### src/rtl/stage_wr_writeback_if.sv
// MEM -> WR handshake bundle: one instruction per valid/ready transfer.
interface stage_wr_writeback_if #(
  parameter int DATA_W = 32
);
  logic              MEMin_Valid;
  logic              MEMin_Ready;
  logic              MEMin_RegWr;
  logic              MEMin_MemtoReg;
  logic [4:0]        MEMin_Rw;
  logic [DATA_W-1:0] MEMin_ALUout;
  logic [DATA_W-1:0] MEMin_Dout;

  // MEM stage side: presents the instruction, observes ready
  modport master (
    output MEMin_Valid, MEMin_RegWr, MEMin_MemtoReg, MEMin_Rw, MEMin_ALUout, MEMin_Dout,
    input  MEMin_Ready
  );

  // WR stage side: consumes the instruction, drives ready
  modport slave (
    input  MEMin_Valid, MEMin_RegWr, MEMin_MemtoReg, MEMin_Rw, MEMin_ALUout, MEMin_Dout,
    output MEMin_Ready
  );
endinterface

### src/rtl/stage_wr_writeback.sv
// Write-back stage: MEM/WR pipeline register, write-data mux at capture,
// register-file write port, last-write bypass and retired-instruction counter.
module stage_wr_writeback #(
  parameter int DATA_W = 32,
  parameter int CNT_W  = 32
) (
  input  logic                Clk,
  input  logic                Reset,
  stage_wr_writeback_if.slave mem,
  input  logic                Stall,
  input  logic                Flush,
  output logic                WR_RegWE,
  output logic [4:0]          WR_Rw,
  output logic [DATA_W-1:0]   WR_RegDin,
  output logic                WR_Valid,
  output logic                Byp_Valid,
  output logic [4:0]          Byp_Rw,
  output logic [DATA_W-1:0]   Byp_Data,
  output logic [CNT_W-1:0]    Retired
);

  logic              valid;
  logic              regwr;
  logic [4:0]        rw;
  logic [DATA_W-1:0] data;
  logic              byp_valid;
  logic [4:0]        byp_rw;
  logic [DATA_W-1:0] byp_data;
  logic [CNT_W-1:0]  retired;

  logic commit;
  logic ready;
  logic accept;
  logic reg_we;

  // Handshake and write-enable decode; a $0 destination retires without writing
  always_comb begin
    commit = valid & ~Stall & ~Flush;
    ready  = ~Flush & (~valid | commit);
    accept = mem.MEMin_Valid & ready;
    reg_we = commit & regwr & (rw != 5'd0);
  end

  assign mem.MEMin_Ready = ready;
  assign WR_RegWE        = reg_we;
  assign WR_Rw           = rw;
  assign WR_RegDin       = data;
  assign WR_Valid        = valid;
  assign Byp_Valid       = byp_valid;
  assign Byp_Rw          = byp_rw;
  assign Byp_Data        = byp_data;
  assign Retired         = retired;

  // Pipeline register, bypass capture and retire counter; reset > flush > normal
  always_ff @(posedge Clk) begin
    if (Reset) begin
      valid     <= 1'b0;
      regwr     <= 1'b0;
      rw        <= '0;
      data      <= '0;
      byp_valid <= 1'b0;
      byp_rw    <= '0;
      byp_data  <= '0;
      retired   <= '0;
    end else if (Flush) begin
      // Held entry is dropped; ready is low so nothing new enters
      valid <= 1'b0;
    end else begin
      if (commit) begin
        retired <= retired + 1'b1;
        if (reg_we) begin
          byp_valid <= 1'b1;
          byp_rw    <= rw;
          byp_data  <= data;
        end
      end
      if (accept) begin
        valid <= 1'b1;
        regwr <= mem.MEMin_RegWr;
        rw    <= mem.MEMin_Rw;
        // MemtoReg only steers the mux here; it is not kept in the entry
        data  <= mem.MEMin_MemtoReg ? mem.MEMin_Dout : mem.MEMin_ALUout;
      end else if (commit) begin
        valid <= 1'b0;
      end
    end
  end

endmodule
### src/flat_wrapper.sv
// flat-port wrapper written by rule: the top's interface ports become plain ports
module stage_wr_writeback_flat 
#(
  parameter int DATA_W = 32,
  parameter int CNT_W  = 32
)
  (Clk, Reset, Stall, Flush, WR_RegWE, WR_Rw, WR_RegDin, WR_Valid, Byp_Valid, Byp_Rw, Byp_Data, Retired, mem_MEMin_Valid, mem_MEMin_RegWr, mem_MEMin_MemtoReg, mem_MEMin_Rw, mem_MEMin_ALUout, mem_MEMin_Dout, mem_MEMin_Ready);
  stage_wr_writeback_if #(.DATA_W(DATA_W)) mem_i ();
  input  logic Clk;
  input  logic Reset;
  input  logic Stall;
  input  logic Flush;
  output logic WR_RegWE;
  output logic [4:0] WR_Rw;
  output logic [DATA_W-1:0] WR_RegDin;
  output logic WR_Valid;
  output logic Byp_Valid;
  output logic [4:0] Byp_Rw;
  output logic [DATA_W-1:0] Byp_Data;
  output logic [CNT_W-1:0] Retired;
  input wire logic [$bits(mem_i.MEMin_Valid)-1:0] mem_MEMin_Valid;
  input wire logic [$bits(mem_i.MEMin_RegWr)-1:0] mem_MEMin_RegWr;
  input wire logic [$bits(mem_i.MEMin_MemtoReg)-1:0] mem_MEMin_MemtoReg;
  input wire logic [$bits(mem_i.MEMin_Rw)-1:0] mem_MEMin_Rw;
  input wire logic [$bits(mem_i.MEMin_ALUout)-1:0] mem_MEMin_ALUout;
  input wire logic [$bits(mem_i.MEMin_Dout)-1:0] mem_MEMin_Dout;
  output wire logic [$bits(mem_i.MEMin_Ready)-1:0] mem_MEMin_Ready;
  assign mem_i.MEMin_Valid = mem_MEMin_Valid;
  assign mem_i.MEMin_RegWr = mem_MEMin_RegWr;
  assign mem_i.MEMin_MemtoReg = mem_MEMin_MemtoReg;
  assign mem_i.MEMin_Rw = mem_MEMin_Rw;
  assign mem_i.MEMin_ALUout = mem_MEMin_ALUout;
  assign mem_i.MEMin_Dout = mem_MEMin_Dout;
  assign mem_MEMin_Ready = mem_i.MEMin_Ready;
  stage_wr_writeback #(.DATA_W(DATA_W), .CNT_W(CNT_W)) u_core (.Clk(Clk), .Reset(Reset), .mem(mem_i), .Stall(Stall), .Flush(Flush), .WR_RegWE(WR_RegWE), .WR_Rw(WR_Rw), .WR_RegDin(WR_RegDin), .WR_Valid(WR_Valid), .Byp_Valid(Byp_Valid), .Byp_Rw(Byp_Rw), .Byp_Data(Byp_Data), .Retired(Retired));
endmodule
### config.mk
export PLATFORM = sky130hd
export DESIGN_NAME = stage_wr_writeback_flat
export DESIGN_NICKNAME = d
export VERILOG_FILES = /design/src/rtl/stage_wr_writeback_if.sv /design/src/rtl/stage_wr_writeback.sv /design/src/flat_wrapper.sv
export SDC_FILE = /design/constraint.sdc
export NUM_CORES = 1
export LEC_CHECK = 0
export CORE_MARGIN = 3
export CORE_UTILIZATION = 35
export CTS_BUF_LIST = sky130_fd_sc_hd__clkbuf_4
export DETAILED_ROUTE_END_ITERATION = 8
export PLACE_DENSITY = 0.69
export SYNTH_ARGS = -nofsm -noshare
export SYNTH_HDL_FRONTEND = slang
export SYNTH_SLANG_ARGS = --single-unit
### constraint.sdc
create_clock -name Clk -period 4.2 [get_ports Clk]
set_input_delay 0.84 -clock Clk [delete_from_list [all_inputs] [get_ports Clk]]
set_output_delay 0.84 -clock Clk [all_outputs]
set_load 0.01 [all_outputs]
Yosys cells after proc, flatten, opt, wreduce, memory -nomap -nowiden
Index checks and enable logic that the tools add are counted.
Widths: inputs -> output; s select.

storage, ports and cells
  bits in registers = 109
  bits of input ports = 76
  output and inout port bits = 110
  logic and storage cells = 28

cells by class
  bitwise gates (word level) = 10
  reductions and logical operators = 6
  add/sub/neg operators = 1
  multiplexer cells = 3

operators with widths
  cell                   count
  $add 32x1->32 const B  1
  $mux 32                1
  $and 1x1->1            6
  $reduce_bool 5->1      1
  $reduce_and 2->1       2
  $not 1->1              3
  $reduce_and 3->1       1
  $mux 1                 2
  $reduce_bool 2->1      1
  $reduce_or 2->1        1
  $or 1x1->1             1

Depth between registers and ports, before layout
  depth after elaboration = 7
  mapped depth = 7
  depth with buffers taken out = 5

Worst setup path before layout
Ideal clock, no wire load.

  path kind = input -> output
  start = input Flush
  end = output WR_RegWE
  data arrival time = 1.858 ns
  buffers on the path = 1
  stages on the path = 4
  slack = 1.502 ns
  required time = 3.360 ns
  cells stage by stage = nor3b_2 o211ai_1 inv_2 buf_1

on the way
  word-level cells in the longest chain between the ends = 4

RTL lines
  item                      line                      source
  start, declared           flat_wrapper.sv:12        input logic Flush;
  $not 1->1                 stage_wr_writeback.sv:38  commit = valid & ~Stall & ~Flush;
  $and 1x1->1               stage_wr_writeback.sv:38
  $and 1x1->1 (2 in a row)  stage_wr_writeback.sv:41  reg_we = commit & regwr & (rw != 5'd0);
  end, declared             flat_wrapper.sv:13        output logic WR_RegWE;

No other way between the ends.

Final worst setup path
Ends and elaborated chain as after synthesis.

==> metrics.csv <==
metric;value;unit
crit_chain;clkdlybuf4s50_1 -> nor3b_2 -> buf_4 -> o211ai_1 -> inv_2 -> clkdlybuf4s50_1;
max_freq;297.3;MHz
finalMaxSlewViolations;0;
setup_tns;0;ps
cts.clk_slew.worst_paths;160;ps
clock-sinks;109;
layout_common_cells;clkdlybuf4s50_1 (183), dfxtp_1 (109), nand2_1 (92);
hold_class;flop to flop;
tritoncts;built;
hpwl;9.701;mm
grt_usage;18.93;%
num_io_pins;186;
dr.pass1.iters;4;
finalSetupViolCount;0;
maxCapViolCount;0;
fp.dieH;118.9;µm
power.density;281.6;nW/µm²
drt-wirelength-per-cell;15.87;µm
synth-edff-count;0;
layout_commonest_cell;clkdlybuf4s50_1;
die-area;14150;µm²
peakVddDrop;0.1454;mV
htreeDepth;3;
slowest_stage;clkdlybuf4s50_1;
ys_seq_elements;109;
cp_slowest_stage_delay;540;ps
via_count;4398;
use_met3;7.502;%
ys_seq_area_share;48.88;%
cp-start-kind;input port;
initial_core_util;36.41;%
r2r_setup_slack;1690;ps
top_usage_layer;met2;
end_kind;primary output;
cts_setup_buffers;0;
skew;10.48;ps
numCtsBuffers;9;
cp_common_cell;clkdlybuf4s50_1;
areaGrowthSynthToFinish;46.52;%
clockBufferDepth;2;
cp.arrival;2520;ps
worstMarginPinSlew;1176;ps
grt-ovfl-total;0;
synth_ff_type;dfxtp_1;
cts-resized-gates;0;
critPathBufInv;4;
drc;0;
hold_viol_final;0;
syn_area_per_cell;8.652;µm²
status;finished clean;
drt-vias-per-instance;5.156;
synth_cell_type_count;33;
portBuffers;185;
leakagePower;2.184;nW
clock_latency;450;ps
maxSlewHeadroom;21.62;%
period_minus_slack;3364;ps
total_power;1.842;mW
rsz0062_at_grt;false;
final_antenna_net_count;0;
grt_max_degree;111;
path_class;input port to primary output;
yosysWarnings;0;
syn_nets;593;
cts_root_buffer;clkbuf_4;
syn-cell-area;4464;µm²
cts_hold_buf;0;
antenna_cells;0;
routed_wl;13.54;mm
num_rows;40;
die_w;118.9;µm
drt-initial-drc-count;240;
grt_pass1_vias;4296;
drive_gt1_share;3.650;%
required;3360;ps
cp_top_family;buffers and inverters;
netlist_instances;516;
place_congestion;0.7959;
synthArstFlopShare;0;%
min_period_over_period;80.08;%
grt_pass1_wl;21.92;mm
grt.met1_usage;22.36;%
antenna_found_initial;0;
crit_path_max_fanout;7;
grtUsageMet2;31.79;%
core;12260;µm²
nNetsFinal;757;
[metal layers]
layer  wire, µm  vias to the layer above
met4        155                        0
met2       6500                      150
li1           -                     2170
met3       1260                       14
met1       5620                     2064
met5          0                        -
[metrics by stage]
stage / hold slack (ps) / instance area, µm² / cells / util (%) / worst slack, ps
finish: 463.3 / 6541 / 853 / 53.35 / 836.5
global route: 483.6 / 6541 / 853 / 53.35 / 740.3
CTS: 465.9 / 6541 / 853 / 53.35 / 801.2
detailed placement: 446.2 / 6409 / 837 / 52.27 / 822.1
global placement: 441.1 / 6409 / 837 / 52.27 / 810.6
floorplan: 463.2 / 4464 / 516 / - / 1502
[synthesized netlist by cell type, types with 2 or more instances]
cell	count	area share, %
a211oi_1	32	5.4
a21oi_1	63	7.1
a32oi_1	2	0.39
and3_1	2	0.28
and4_1	3	0.59
buf_1	7	0.59
buf_2	2	0.22
clkbuf_1	27	2.3
dfxtp_1	109	49
inv_1	5	0.42
mux2i_1	33	7.4
nand2_1	92	7.7
nand3_1	12	1.3
nand4_1	7	0.98
nand4bb_1	2	0.50
nor2_1	48	4.0
nor3_1	3	0.34
nor4_1	3	0.42
o21ai_0	3	0.34
o31ai_1	17	2.9
or3_1	3	0.42
or4_1	22	3.7
xnor2_1	6	1.2
xor2_1	4	0.78
[worst min-delay path, delay by kind of cell (launching register included)]
kind	cells	cell delay, ps
AND/OR/NAND/NOR	1	50
flip-flops	1	340
AO/OA/AOI/OAI	1	50
[final cells by class]
| cell class | instances | area (µm²) |
|---|---|---|
| clock buffers | 9 | 67.56 |
| clock inverters | 7 | 65.06 |
| fillers | 1145 | 5720 |
| inverters | 6 | 22.52 |
| multi-input cells | 364 | 2112 |
| flip-flops and latches | 109 | 2182 |
| well taps | 168 | 210.2 |
| repair buffers | 190 | 1882 |
[report_power, final]
group	switching, mW	internal [mW]	total, mW
clock network	0.349	0.180	0.529
registers	0.0218	1.06	1.08
logic	0.0962	0.135	0.232
total	0.467	1.38	1.84
[worst paths after layout]
kind	from	endpoint	cells past startpoint
hold / removal	u_core.Byp_Data[16]	u_core.Byp_Data[16]	2
setup / recovery	Flush	WR_RegWE	6
setup reg to reg	u_core.Retired[7]	u_core.Retired[26]	4
hold reg to reg	u_core.Byp_Data[16]	u_core.Byp_Data[16]	2
[kinds of logic (layout without fill, tap and decap cells)]
group,after synthesis,count (layout),synth area share [%]
AND/OR/NAND/NOR,201,201,21.19
flip-flops,109,109,48.88
buffers and inverters,43,212,3.840
XOR/XNOR,10,10,1.962
multiplexers,34,34,7.651
adder cells (fa/ha/maj),1,1,0.2802
AO/OA/AOI/OAI,118,118,16.20
[registers in the layout, indices dropped and copies added, names as in the netlist]
register	count
u_core.Byp_Data	32
u_core.Byp_Rw	5
u_core.Byp_Valid	1
u_core.Retired	32
u_core.WR_RegDin	32
u_core.WR_Rw	5
u_core.WR_Valid	1
u_core.regwr	1
Power figures use the tool's default switching activity.
